===== config.mk =====
export PLATFORM = sky130hd
export DESIGN_NAME = image_crop_streamer
export DESIGN_NICKNAME = d
export VERILOG_FILES = /design/src/rtl/crop_pkg.sv /design/src/rtl/axis_skid_buffer.sv /design/src/rtl/image_crop_streamer.sv
export SDC_FILE = /design/constraint.sdc
export NUM_CORES = 1
export LEC_CHECK = 0
export BUFFER_PORTS_ARGS = -buffer_cell sky130_fd_sc_hd__buf_2
export CORE_ASPECT_RATIO = 0.5
export CORE_MARGIN = 2
export CORE_UTILIZATION = 55
export DETAILED_ROUTE_END_ITERATION = 8
export GPL_TIMING_DRIVEN = 0
export PLACE_DENSITY = 0.77
export SLEW_MARGIN = 20
export SYNTH_ARGS = -nofsm -noshare
export SYNTH_HDL_FRONTEND = slang
export SYNTH_SLANG_ARGS = --single-unit

===== constraint.sdc =====
create_clock -name ap_clk -period 8.55 [get_ports ap_clk]
set_input_delay 1.2825 -clock ap_clk [delete_from_list [all_inputs] [get_ports ap_clk]]
set_output_delay 1.2825 -clock ap_clk [all_outputs]
set_load 0.05 [all_outputs]

===== src/rtl/crop_pkg.sv =====
// crop_pkg: shared definitions for the image crop streamer.
//   - default frame / crop geometry and pixel width
//   - row / column counter widths for the default geometry
//   - FSM state encoding and pixel word type
package crop_pkg;

   localparam int unsigned FP_TOTAL_DEF = 16;
   localparam int unsigned IN_ROWS_DEF  = 100;
   localparam int unsigned IN_COLS_DEF  = 160;
   localparam int unsigned OUT_ROWS_DEF = 48;
   localparam int unsigned OUT_COLS_DEF = 48;

   localparam int unsigned ROW_W = $clog2(IN_ROWS_DEF);
   localparam int unsigned COL_W = $clog2(IN_COLS_DEF);

   typedef enum logic [1:0] {
      StIdle,
      StRun,
      StDone
   } state_t;

   typedef logic [FP_TOTAL_DEF-1:0] pixel_t;

endpackage


===== src/rtl/axis_skid_buffer.sv =====
// axis_skid_buffer: two-entry AXI-stream output FIFO with registered outputs.
// Ports:
//   clk, rst_n        clock, asynchronous active-low reset
//   in_data, in_valid push side; caller only pushes while count_next of the
//                     previous cycle left room (count < 2)
//   out_data          head entry (register), held stable while stalled
//   out_valid         head entry present
//   out_ready         downstream ready; pop on out_valid & out_ready
//   count, count_next current occupancy and occupancy after this cycle
module axis_skid_buffer #(
   parameter int unsigned WIDTH = 16
) (
   input  logic             clk,
   input  logic             rst_n,
   input  logic [WIDTH-1:0] in_data,
   input  logic             in_valid,
   output logic [WIDTH-1:0] out_data,
   output logic             out_valid,
   input  logic             out_ready,
   output logic [1:0]       count,
   output logic [1:0]       count_next
);

   logic [WIDTH-1:0] head_q;
   logic [WIDTH-1:0] tail_q;
   logic [1:0]       count_q;
   logic             pop;

   assign pop       = out_valid & out_ready;
   assign out_valid = (count_q != 2'd0);
   assign out_data  = head_q;
   assign count     = count_q;

   always_comb begin
      count_next = count_q;
      case ({in_valid, pop})
         2'b10:   count_next = count_q + 2'd1;
         2'b01:   count_next = count_q - 2'd1;
         default: count_next = count_q;
      endcase
   end

   always_ff @(posedge clk or negedge rst_n) begin
      if (!rst_n) begin
         head_q  <= '0;
         tail_q  <= '0;
         count_q <= 2'd0;
      end else begin
         case ({in_valid, pop})
            2'b10: begin
               if (count_q == 2'd0) head_q <= in_data;
               else                 tail_q <= in_data;
            end
            2'b01: head_q <= tail_q;
            2'b11: begin
               // Full: tail advances to head, new beat lands behind it.
               if (count_q == 2'd2) begin
                  head_q <= tail_q;
                  tail_q <= in_data;
               end else begin
                  head_q <= in_data;
               end
            end
            default: ;
         endcase
         count_q <= count_next;
      end
   end

endmodule


===== src/rtl/image_crop_streamer.sv =====
// image_crop_streamer: consumes a raster IN_ROWS x IN_COLS pixel stream and
// forwards only the OUT_ROWS x OUT_COLS window at the latched origin.
// Ports:
//   ap_clk, ap_rst_n            clock, asynchronous active-low reset
//   ap_start                    start one frame (honoured in IDLE only)
//   crop_y1, crop_x1            window origin, clamped and latched at start
//   s_tdata/s_tvalid/s_tready   input pixel stream
//   m_tdata/m_tvalid/m_tready   cropped pixel stream
//   ap_done, ap_ready           one-cycle pulse when the frame is complete
//   ap_idle                     high in IDLE
//   cfg_clamped                 latched origin was reduced to fit the frame
module image_crop_streamer
   import crop_pkg::*;
#(
   parameter int unsigned FP_TOTAL = FP_TOTAL_DEF,
   parameter int unsigned IN_ROWS  = IN_ROWS_DEF,
   parameter int unsigned IN_COLS  = IN_COLS_DEF,
   parameter int unsigned OUT_ROWS = OUT_ROWS_DEF,
   parameter int unsigned OUT_COLS = OUT_COLS_DEF
) (
   input  logic                       ap_clk,
   input  logic                       ap_rst_n,
   input  logic                       ap_start,
   input  logic [$clog2(IN_ROWS)-1:0] crop_y1,
   input  logic [$clog2(IN_COLS)-1:0] crop_x1,
   input  logic [FP_TOTAL-1:0]        s_tdata,
   input  logic                       s_tvalid,
   output logic                       s_tready,
   output logic [FP_TOTAL-1:0]        m_tdata,
   output logic                       m_tvalid,
   input  logic                       m_tready,
   output logic                       ap_done,
   output logic                       ap_ready,
   output logic                       ap_idle,
   output logic                       cfg_clamped
);

   localparam int unsigned RW    = $clog2(IN_ROWS);
   localparam int unsigned CW    = $clog2(IN_COLS);
   localparam int unsigned YMAXI = IN_ROWS - OUT_ROWS;
   localparam int unsigned XMAXI = IN_COLS - OUT_COLS;
   localparam int unsigned RLAST = IN_ROWS - 1;
   localparam int unsigned CLAST = IN_COLS - 1;

   localparam logic [RW-1:0] Y_MAX    = YMAXI[RW-1:0];
   localparam logic [CW-1:0] X_MAX    = XMAXI[CW-1:0];
   localparam logic [RW-1:0] ROW_LAST = RLAST[RW-1:0];
   localparam logic [CW-1:0] COL_LAST = CLAST[CW-1:0];
   localparam logic [RW:0]   OUT_R_X  = OUT_ROWS[RW:0];
   localparam logic [CW:0]   OUT_C_X  = OUT_COLS[CW:0];

   state_t        state_q;
   logic [RW-1:0] row_q, y1_q;
   logic [CW-1:0] col_q, x1_q;
   logic          last_seen_q;
   logic          s_tready_q, ap_done_q, ap_ready_q, ap_idle_q, cfg_clamped_q;

   logic          accept, at_last, in_win, push;
   logic [RW:0]   row_x, y_lo, y_hi;
   logic [CW:0]   col_x, x_lo, x_hi;
   logic [1:0]    fifo_count, fifo_count_next;

   // Compare one bit wider than the counters so origin + size cannot wrap.
   assign row_x = {1'b0, row_q};
   assign y_lo  = {1'b0, y1_q};
   assign y_hi  = y_lo + OUT_R_X;
   assign col_x = {1'b0, col_q};
   assign x_lo  = {1'b0, x1_q};
   assign x_hi  = x_lo + OUT_C_X;

   assign in_win  = (row_x >= y_lo) && (row_x < y_hi) && (col_x >= x_lo) && (col_x < x_hi);
   assign accept  = s_tvalid & s_tready_q;
   assign at_last = (row_q == ROW_LAST) && (col_q == COL_LAST);
   assign push    = accept & in_win;

   axis_skid_buffer #(
      .WIDTH (FP_TOTAL)
   ) u_fifo (
      .clk        (ap_clk),
      .rst_n      (ap_rst_n),
      .in_data    (s_tdata),
      .in_valid   (push),
      .out_data   (m_tdata),
      .out_valid  (m_tvalid),
      .out_ready  (m_tready),
      .count      (fifo_count),
      .count_next (fifo_count_next)
   );

   always_ff @(posedge ap_clk or negedge ap_rst_n) begin
      if (!ap_rst_n) begin
         state_q       <= StIdle;
         row_q         <= '0;
         col_q         <= '0;
         y1_q          <= '0;
         x1_q          <= '0;
         last_seen_q   <= 1'b0;
         s_tready_q    <= 1'b0;
         ap_done_q     <= 1'b0;
         ap_ready_q    <= 1'b0;
         ap_idle_q     <= 1'b1;
         cfg_clamped_q <= 1'b0;
      end else begin
         case (state_q)
            StIdle: begin
               if (ap_start) begin
                  y1_q          <= (crop_y1 > Y_MAX) ? Y_MAX : crop_y1;
                  x1_q          <= (crop_x1 > X_MAX) ? X_MAX : crop_x1;
                  cfg_clamped_q <= (crop_y1 > Y_MAX) || (crop_x1 > X_MAX);
                  row_q         <= '0;
                  col_q         <= '0;
                  last_seen_q   <= 1'b0;
                  s_tready_q    <= 1'b1;
                  ap_idle_q     <= 1'b0;
                  state_q       <= StRun;
               end
            end
            StRun: begin
               if (accept) begin
                  if (col_q == COL_LAST) begin
                     col_q <= '0;
                     row_q <= row_q + RW'(1);
                  end else begin
                     col_q <= col_q + CW'(1);
                  end
                  if (at_last) last_seen_q <= 1'b1;
               end
               if (last_seen_q && (fifo_count == 2'd0)) begin
                  s_tready_q <= 1'b0;
                  ap_done_q  <= 1'b1;
                  ap_ready_q <= 1'b1;
                  state_q    <= StDone;
               end else begin
                  // Stop taking input once the frame's last beat is in, so the
                  // next frame stays aligned; otherwise keep one slot free.
                  s_tready_q <= !(last_seen_q || (accept && at_last)) &&
                                (fifo_count_next < 2'd2);
               end
            end
            StDone: begin
               ap_done_q  <= 1'b0;
               ap_ready_q <= 1'b0;
               ap_idle_q  <= 1'b1;
               state_q    <= StIdle;
            end
            default: state_q <= StIdle;
         endcase
      end
   end

   assign s_tready    = s_tready_q;
   assign ap_done     = ap_done_q;
   assign ap_ready    = ap_ready_q;
   assign ap_idle     = ap_idle_q;
   assign cfg_clamped = cfg_clamped_q;

endmodule


==> metrics.cfg, run 1 <==
[setup_path]
path_cells = inv_1, ha_1, xor2_1, ha_1, nand2_1, a2111oi_0, nor3_1, nand2_1, inv_1, ha_1, a21oi_1, o21a_1, clkbuf_1, buf_2, mux2_2
crit_path_end_kind = register
cp_slowest_cell = a2111oi_0
r2r_slack_ns = 4.81
crit_arrival_ns = 3.95
worstPathMaxFanout = 10
reg2reg_depth = 15
worstSetupPathType = reg -> reg
crit_required_ns = 8.77
cp_common_cell = ha_1
crit_family = buffers and inverters
timing.critical_path.buf_inv = 4
reg2reg_to = u_fifo.tail_q[12]$_DFFE_PN0P_
r2r-start = y1_q[4]$_DFFE_PN0P_
worstSetupStartpointType = register
max_stage_delay_ns = 0.44

[cts]
ctsHoldBuffers = 0
cts_inserted_buffers = 9
postCtsResizedCells = 0
cts_setup_buffers = 0
htreeDepth = 3
clockRootBuffer = clkbuf_16
insertion_delay_ns = 0.33
tritoncts = yes
clock_sinks = 71
clk_pin_slew_worst_paths_ns = 0.05
cts_buffer_depth = 2

[hold_path]
min_path_cells = 2
worst_hold_path_type = reg -> reg
min_to = ap_idle$_DFFE_PN1P_
hp-start = ap_idle$_DFFE_PN1P_

[grt]
grt_pass1_vias = 3027
grt_max_degree = 59
grt_usage = 0.234
gr-total-overflow = 0
grt_pass1_wl_microns = 13900
antenna_found_initial = 0

[power_and_ir_drop]
p_comb_frac = 0.340
p_seq_frac = 0.351
p_int_uw = 812
peakVddDrop_mv = 0.153
p_leak_uw = 0.00238
p_sw_uw = 468
swShare = 0.366
powerDensity_mw_per_mm2 = 280
p_clk_frac = 0.308

[synth]
synth_area_sq_mm = 0.00382
synth_cells = 350
synthFlopType = dfrtp_1
ys_seq_area_frac = 0.465
synth_edf_count = 0
yosys_register_bits = 71
async_flop_share = 1.00
synth_nets = 415
postSynthAreaPerCell_sq_um = 10.9
ys_warn_count = 0
ys_types = 49

[sta]
slew_headroom = 0.621
hold_ws_ns = 0.455
worst_pin_slew_ns = 0.566
fin_crit_sh = 0.437
finalSetupTns_ns = 0
rsz0062_at_grt = false
skew_ns = 0.00710
setup_viol = 0
fmax_ghz = 0.268
period_minus_slack_ns = 3.74
slew_viol_final = 0
hold_violations = 0
final.setup.worst_slack_ns = 4.81

[placed_design]
pre_cts_slack_ns = 4.54
hpwlAfterDp_microns = 5940
io_buffer_count = 57
routabilityCongestion = 0.895
dp_cells = 500

[floorplanning]
start_util = 0.570
core_sq_mm = 0.00670
ios = 58
die_h_microns = 63.0
core.rowCount = 21
dieArea_sq_mm = 0.00767
die_w_microns = 122

[routing]
wl_microns = 8250
wl_per_cell_microns = 16.0
drtIter0Drc = 212
firstDrtPassIters = 4
drcViolationCount = 0
drtAntennaViolNets = 0
vias = 2944
viasPerCell = 5.71

[flow_run]
max_cap_violations = 0

[layout]
n_antenna_cell = 0
layout.nets = 484
utilization = 0.682
fin_cells = 516
post_route_cells_drive_above_1_share = 0.274
syn2layout_area_growth_pct = 19.5

[status]
status = completed

[synth_stat cells, drive strengths merged, types with 2 or more instances]
cell type | n | area (sq um)
xor2 | 8 | 70.1
and3 | 5 | 31.3
or3 | 2 | 12.5
nor2 | 18 | 67.6
nand4 | 6 | 52.6
nand3 | 11 | 55.1
o21ai | 32 | 160
nand2b | 5 | 31.3
a21o | 6 | 45.0
ha | 29 | 363
a21oi | 14 | 81.3
a22o | 17 | 149
dfrtp | 70 | 1750
inv | 22 | 82.6
a31oi | 2 | 27.5
a211oi | 2 | 25.0
clkbuf | 6 | 22.5
a221o | 2 | 20.0
mux2 | 32 | 398
nand2 | 29 | 109
nor4 | 3 | 18.8
nor3 | 3 | 15.0
xnor2 | 3 | 26.3
buf | 3 | 27.5
nor2b | 3 | 18.8
[cell families (layout without fill, tap and decap cells)]
group           count (synthesis)  count (layout)  synth area share
mux                            32              32             0.104
compound gates                 85              85             0.154
simple gates                   91              91             0.122
xor+xnor                       11              11            0.0252
fa+ha+maj                      29              29            0.0949
buf+inv                        31             105            0.0347
flops                          71              71             0.465
[final cells by class]
| class | instances | area [sq um] |
|---|---|---|
| repair buffers | 58 | 315 |
| clock inverters | 4 | 70.1 |
| fillers | 515 | 2130 |
| multi-input cells | 248 | 1910 |
| clock buffers | 12 | 246 |
| well taps | 92 | 115 |
| flip-flops and latches | 71 | 1780 |
| plain buffers | 9 | 50.0 |
| inverters | 22 | 82.6 |
[power by group through the flow]
stage | logic (uW) | clock network, uW | registers, uW
2_1_floorplan | 204 | 0 | 571
3_3_place_gp | 415 | 0 | 448
3_5_place_dp | 432 | 0 | 454
4_1_cts | 437 | 402 | 449
5_1_grt | 468 | 418 | 458
6_report | 436 | 395 | 450
[how the worst max path moves through the flow]
stage / to / slack [ns] / startpoint / depth (start not counted)
after floorplan: u_fifo.tail_q[10]$_DFFE_PN0P_ / 5.14 / s_tvalid / 10
after global placement: u_fifo.out_data[6]$_DFFE_PN0P_ / 4.67 / s_tvalid / 12
after detailed placement: u_fifo.out_data[14]$_DFFE_PN0P_ / 4.54 / s_tvalid / 12
after CTS: u_fifo.tail_q[6]$_DFFE_PN0P_ / 4.85 / y1_q[4]$_DFFE_PN0P_ / 15
after global routing: u_fifo.tail_q[7]$_DFFE_PN0P_ / 4.49 / y1_q[4]$_DFFE_PN0P_ / 15
final: u_fifo.tail_q[12]$_DFFE_PN0P_ / 4.81 / y1_q[4]$_DFFE_PN0P_ / 15
[layout by cell type (no fill, tap or decap), types with 5 or more instances in the layout]
cell type / n
a22o_1: 17
o21ai_0: 31
nand3_1: 11
mux2_2: 22
a21oi_1: 13
buf_2: 57
clkbuf_1: 8
xor2_1: 8
a21o_1: 6
mux2_4: 10
nor2_1: 18
nand4_1: 5
clkbuf_16: 9
ha_1: 29
nand2_1: 29
and3_1: 5
nand2b_1: 5
inv_1: 22
dfrtp_1: 70
[tightest hold or removal path: cells and delay by family, from the launching register on]
kind	cells	cell delay (ns)
flip-flops	1	0.36
AND/OR/NAND/NOR	2	0.08
[flip-flops by register name, indices dropped and copies added (netlist names), 2 cells and up]
| register | count |
|---|---|
| u_fifo.out_data | 16 |
| row_q | 7 |
| x1_q | 8 |
| col_q | 8 |
| state_q | 2 |
| u_fifo.tail_q | 16 |
| u_fifo.count | 2 |
| y1_q | 7 |
[per-stage QoR]
stage	cell area, sq um	total power [uW]
floorplan	3820	775
global placement	4220	863
detailed placement	4250	886
CTS	4570	1290
global route	4570	1340
finish	4570	1280
[layer usage]
layer / share of wire / track usage
met1: 0.43 / 0.287
met2: 0.48 / 0.392
met3: 0.068 / 0.0757
met4: 0.019 / 0.0790
met5: 0 / 0
Power figures use the tool's default switching activity.
==> run 2: changes to the inputs <==
==> constraint.sdc (replaced) <==
create_clock -name ap_clk -period 3.5 [get_ports ap_clk]
set_input_delay 0.525 -clock ap_clk [delete_from_list [all_inputs] [get_ports ap_clk]]
set_output_delay 0.525 -clock ap_clk [all_outputs]
set_load 0.05 [all_outputs]
==> run 2 against run 1 <==
Clock skew rose by 0.0018 ns. Via count fell by 0.20%. Sequential power rose by 140%. Setup slack got worse by 4.7 ns. Highest routed layer unchanged. Sequential cell count did not move.
==> metrics.cfg, run 2 (same netlist as run 1, synthesis figures left out) <==
[power_and_ir_drop]
p_total_uw = 3140
p_leak_uw = 0.00241
powerDensity_mw_per_mm2 = 682
peakVddDrop_mv = 0.375

[cts]
insertion_delay_ns = 0.34
clock_sinks = 71
clockRootBuffer = clkbuf_16
cts_buffer_depth = 2
clk_pin_slew_worst_paths_ns = 0.05
htreeDepth = 3
tritoncts = yes
ctsHoldBuffers = 0
cts_inserted_buffers = 9

[floorplanning]
start_util = 0.570
die_w_microns = 122
core_sq_mm = 0.00670
dieArea_sq_mm = 0.00767
die_h_microns = 63.0
core.rowCount = 21
ios = 58

[sta]
final.setup.worst_slack_ns = 0.136
slew_headroom = 0.617
fmax_ghz = 0.297
skew_ns = 0.00893
period_minus_slack_ns = 3.36
fin_crit_sh = 0.961
slew_viol_final = 0
worst_pin_slew_ns = 0.573
setup_viol = 0
hold_violations = 0

[grt]
grt_max_degree = 59
grt_pass1_vias = 3029
antenna_found_initial = 0
gr-total-overflow = 0
grt_usage = 0.235
grt_pass1_wl_microns = 13900

[flow_run]
max_cap_violations = 0

[routing]
wl_microns = 8290
drtIter0Drc = 209
drcViolationCount = 0
vias = 2938
drtAntennaViolNets = 0
wl_per_cell_microns = 16.0
firstDrtPassIters = 4
viasPerCell = 5.68

[layout]
syn2layout_area_growth_pct = 20.5
layout.nets = 485
n_antenna_cell = 0
layout_commonest_cell = dfrtp_1
final_cell_mix = 70 x dfrtp_1, 56 x buf_2, 31 x o21ai_0
post_route_cells_drive_above_1_share = 0.296

[setup_path]
worstSetupPathType = reg -> reg
crit_path_end_kind = register
crit_required_ns = 3.72
worstPathMaxFanout = 10
worstSetupStartpointType = register
crit_arrival_ns = 3.58

[hold_path]
worst_hold_path_type = in -> async

[placed_design]
pre_cts_slack_ns = -0.186
routabilityCongestion = 0.895
hpwlAfterDp_microns = 5940
io_buffer_count = 57

[status]
status = completed

## run 2: final cells by class
cell class | count | area, sq um
well taps | 92 | 115
inverters | 22 | 82.6
flip-flops and latches | 71 | 1780
multi-input cells | 248 | 1930
repair buffers | 60 | 330
clock inverters | 4 | 70.1
fillers | 519 | 2090
plain buffers | 8 | 51.3
clock buffers | 12 | 246
## run 2: path summary, 6_finish.rpt
path / start / end / slack (ns) / cells past startpoint
worst max-delay path: col_q[3]$_DFFE_PN0P_ / u_fifo.out_data[14]$_DFFE_PN0P_ / 0.14 / 12
worst max register to register: col_q[3]$_DFFE_PN0P_ / u_fifo.out_data[14]$_DFFE_PN0P_ / 0.14 / 12
min in group ap_clk: crop_x1[1] / x1_q[1]$_DFFE_PN0P_ / 0.43 / 3
max in group asynchronous: ap_rst_n / ap_idle$_DFFE_PN1P_ / 2.88 / 2
worst min-delay path: ap_rst_n / y1_q[3]$_DFFE_PN0P_ / 0.04 / 1
worst min register to register: ap_idle$_DFFE_PN1P_ / ap_idle$_DFFE_PN1P_ / 0.45 / 2
## run 2: stage by stage
step | setup TNS, ns | hold WS (ns) | util | instances | instance area (sq um)
detailed placement | -1.99 | 0.390 | 0.635 | 500 | 4250
floorplan | 0 | 0.229 | - | 350 | 3820
global route | -0.00737 | 0.0402 | 0.688 | 517 | 4610
global placement | -0.141 | 0.444 | 0.630 | 499 | 4220
finish | 0 | 0.0385 | 0.688 | 517 | 4610
CTS | 0 | 0.0348 | 0.682 | 515 | 4570
## run 2: routing by layer
metal / global-route usage / part of all wire
met4: 0.0790 / 0.018
met5: 0 / 0
met1: 0.286 / 0.43
met2: 0.394 / 0.48
met3: 0.0757 / 0.070
## run 2: power by group
part | switching [uW] | total (uW) | leakage [uW] | internal (uW)
clock network | 326 | 966 | 0.000157 | 640
logic | 695 | 1080 | 0.00135 | 381
registers | 132 | 1100 | 0.000901 | 968
## run 2: what timing repair did
action,CTS,global route
endpoints found under the setup margin,20,26
hold endpoints to repair,0,0
buffers inserted,0,2
gates resized for setup,3,7
## run 2: worst max-delay path, cell delays in order, from the launching register on
cell      delay (ns)
dfrtp_1         0.48
ha_1            0.39
and4b_1         0.23
a211oi_2        0.21
o21bai_1        0.10
a211oi_2        0.39
nand2_1         0.15
ha_1            0.26
a21oi_1         0.16
nor2_2          0.11
clkbuf_2        0.21
a22o_1          0.28
mux2_4          0.28
==> run 3: changes to the inputs <==
--- a/config.mk
+++ b/config.mk
@@ -7,7 +7,6 @@
 export LEC_CHECK = 0
 export BUFFER_PORTS_ARGS = -buffer_cell sky130_fd_sc_hd__buf_2
 export CORE_ASPECT_RATIO = 0.5
-export CORE_MARGIN = 2
 export CORE_UTILIZATION = 55
 export DETAILED_ROUTE_END_ITERATION = 8
 export GPL_TIMING_DRIVEN = 0
==> run 3 against run 2 <==
Register-to-register slack improved by 0.09 ns. Clock power fell by 6.7%. Sequential cell count unchanged.
==> metrics.cfg, run 3 (same netlist as run 1, synthesis figures left out) <==
[routing]
vias = 2917
drtIter0Drc = 213
drtAntennaViolNets = 0
wl_per_cell_microns = 15.5
wl_microns = 7990
firstDrtPassIters = 4
viasPerCell = 5.65
drcViolationCount = 0

[sta]
fin_crit_sh = 0.934
fmax_ghz = 0.306
hold_violations = 0
period_minus_slack_ns = 3.27
setup_viol = 0
slew_headroom = 0.677
rsz0062_at_grt = true
worst_pin_slew_ns = 0.481
slew_viol_final = 0
skew_ns = 0.00608

[setup_path]
r2r-start = y1_q[4]$_DFFE_PN0P_
worstSetupPathType = reg -> reg
crit_path_end_kind = register
worstPathMaxFanout = 10
reg2reg_to = u_fifo.out_data[11]$_DFFE_PN0P_
r2r_slack_ns = 0.23
worstSetupStartpointType = register
crit_arrival_ns = 3.49
crit_required_ns = 3.72
reg2reg_depth = 15

[placed_design]
dpl_cell_area_sq_mm = 0.00425
hpwlAfterDp_microns = 5850
dp_cells = 500
io_buffer_count = 57
routabilityCongestion = 0.876

[layout]
n_antenna_cell = 0
final_cell_mix = 70 x dfrtp_1, 56 x buf_2, 31 x o21ai_0
fin_area_sq_mm = 0.00459
syn2layout_area_growth_pct = 20.2
layout.nets = 484
seq_area_sq_mm = 0.00178
fin_cells = 516
fill_cells = 518
post_route_cells_drive_above_1_share = 0.300
multiInputGateArea_sq_mm = 0.00195
layout_commonest_cell = dfrtp_1

[grt]
antenna_found_initial = 0
grt_pass1_vias = 2805
gr-total-overflow = 0
grt_usage = 0.238
grt_max_degree = 58
grt_pass1_wl_microns = 13100

[floorplanning]
core_sq_mm = 0.00670
die_h_microns = 61.0
die_w_microns = 120
dieArea_sq_mm = 0.00731
start_util = 0.570
ios = 58
core.rowCount = 21

[cts]
clk_pin_slew_worst_paths_ns = 0.06
clock_sinks = 71
clockRootBuffer = clkbuf_16
cts_buffer_depth = 2
cts_inserted_buffers = 9
insertion_delay_ns = 0.33
htreeDepth = 3
tritoncts = yes

[power_and_ir_drop]
p_leak_uw = 0.00239
powerDensity_mw_per_mm2 = 669
peakVddDrop_mv = 0.316

[hold_path]
worst_hold_path_type = in -> async

[flow_run]
max_cap_violations = 0

[status]
status = completed

-- run 3: changes by cell type in the layout (fill, tap and decap cells not counted), sizes merged --
cell / previous run / this run
clkbuf: 18 / 15
clkinvlp: 0 / 2
buf: 62 / 61
bufinv: 2 / 1
clkinv: 2 / 3
inv: 22 / 23
-- run 3: worst max-delay path by stage --
stage	start	end	slack, ns	cells past startpoint
6_report	y1_q[4]$_DFFE_PN0P_	u_fifo.out_data[11]$_DFFE_PN0P_	0.23	15
5_1_grt	col_q[3]$_DFFE_PN0P_	u_fifo.out_data[11]$_DFFE_PN0P_	-0.003	13
4_1_cts	x1_q[4]$_DFFE_PN0P_	u_fifo.out_data[11]$_DFFE_PN0P_	0.03	15
3_5_place_dp	y1_q[4]$_DFFE_PN0P_	u_fifo.tail_q[12]$_DFFE_PN0P_	-0.20	15
3_3_place_gp	y1_q[4]$_DFFE_PN0P_	u_fifo.tail_q[15]$_DFFE_PN0P_	-0.02	15
2_1_floorplan	y1_q[4]$_DFFE_PN0P_	u_fifo.tail_q[10]$_DFFE_PN0P_	0.32	15
-- run 3: repair_timing --
action | in CTS | in global routing
endpoints found under the hold margin | 0 | 0
resized for setup | 4 | 7
hold buffers | 0 | 0
setup endpoints to repair | 20 | 20
pin swaps | 0 | 1
setup buffers | 0 | 1
-- run 3: per-stage QoR --
| step | hold slack (ns) | util | total power, uW | TNS [ns] | setup slack [ns] |
|---|---|---|---|---|---|
| floorplan | 0.229 | - | 1890 | 0 | 0.322 |
| global placement | 0.444 | 0.630 | 2110 | -0.153 | -0.0161 |
| detailed placement | 0.396 | 0.635 | 2160 | -2.42 | -0.197 |
| CTS | 0.0378 | 0.679 | 3080 | 0 | 0.0317 |
| global route | 0.0424 | 0.686 | 3230 | -0.00260 | -0.00260 |
| finish | 0.0427 | 0.686 | 3070 | 0 | 0.231 |
-- run 3: area by class of cell --
cell class,count,area share
multi-input combinational,248,0.424
sequential,71,0.387
timing repair buffer,59,0.0703
clock buffer,9,0.0490
tap,92,0.0251
inverter,22,0.0180
clock inverter,7,0.0158
buffer,8,0.0112
-- run 3: where the power goes --
part,internal [uW],switching [uW],leakage (uW)
sequential,967,131,0.000901
combinational,383,692,0.00134
clock,552,349,0.000142
total,1900,1170,0.00239
-- run 3: critical path: stages (launching register included) --
cell       delay [ns]
dfrtp_1          0.38
inv_1            0.10
ha_1             0.21
xor2_1           0.14
ha_1             0.29
nand2_1          0.10
a2111oi_4        0.35
nor3_2           0.12
nand2_1          0.11
inv_1            0.07
ha_1             0.24
a21oi_2          0.19
nand2_2          0.13
clkbuf_2         0.22
a22o_1           0.23
mux2_4           0.27
-- run 3: per-layer routing --
layer,share of wire,vias up,wire (microns),global-route usage
met4,0.0088,0,70,0.0661
met3,0.063,7,500,0.0714
met2,0.47,96,3760,0.403
met1,0.46,1410,3670,0.304
li1,-,1404,-,-
met5,0,-,0,0
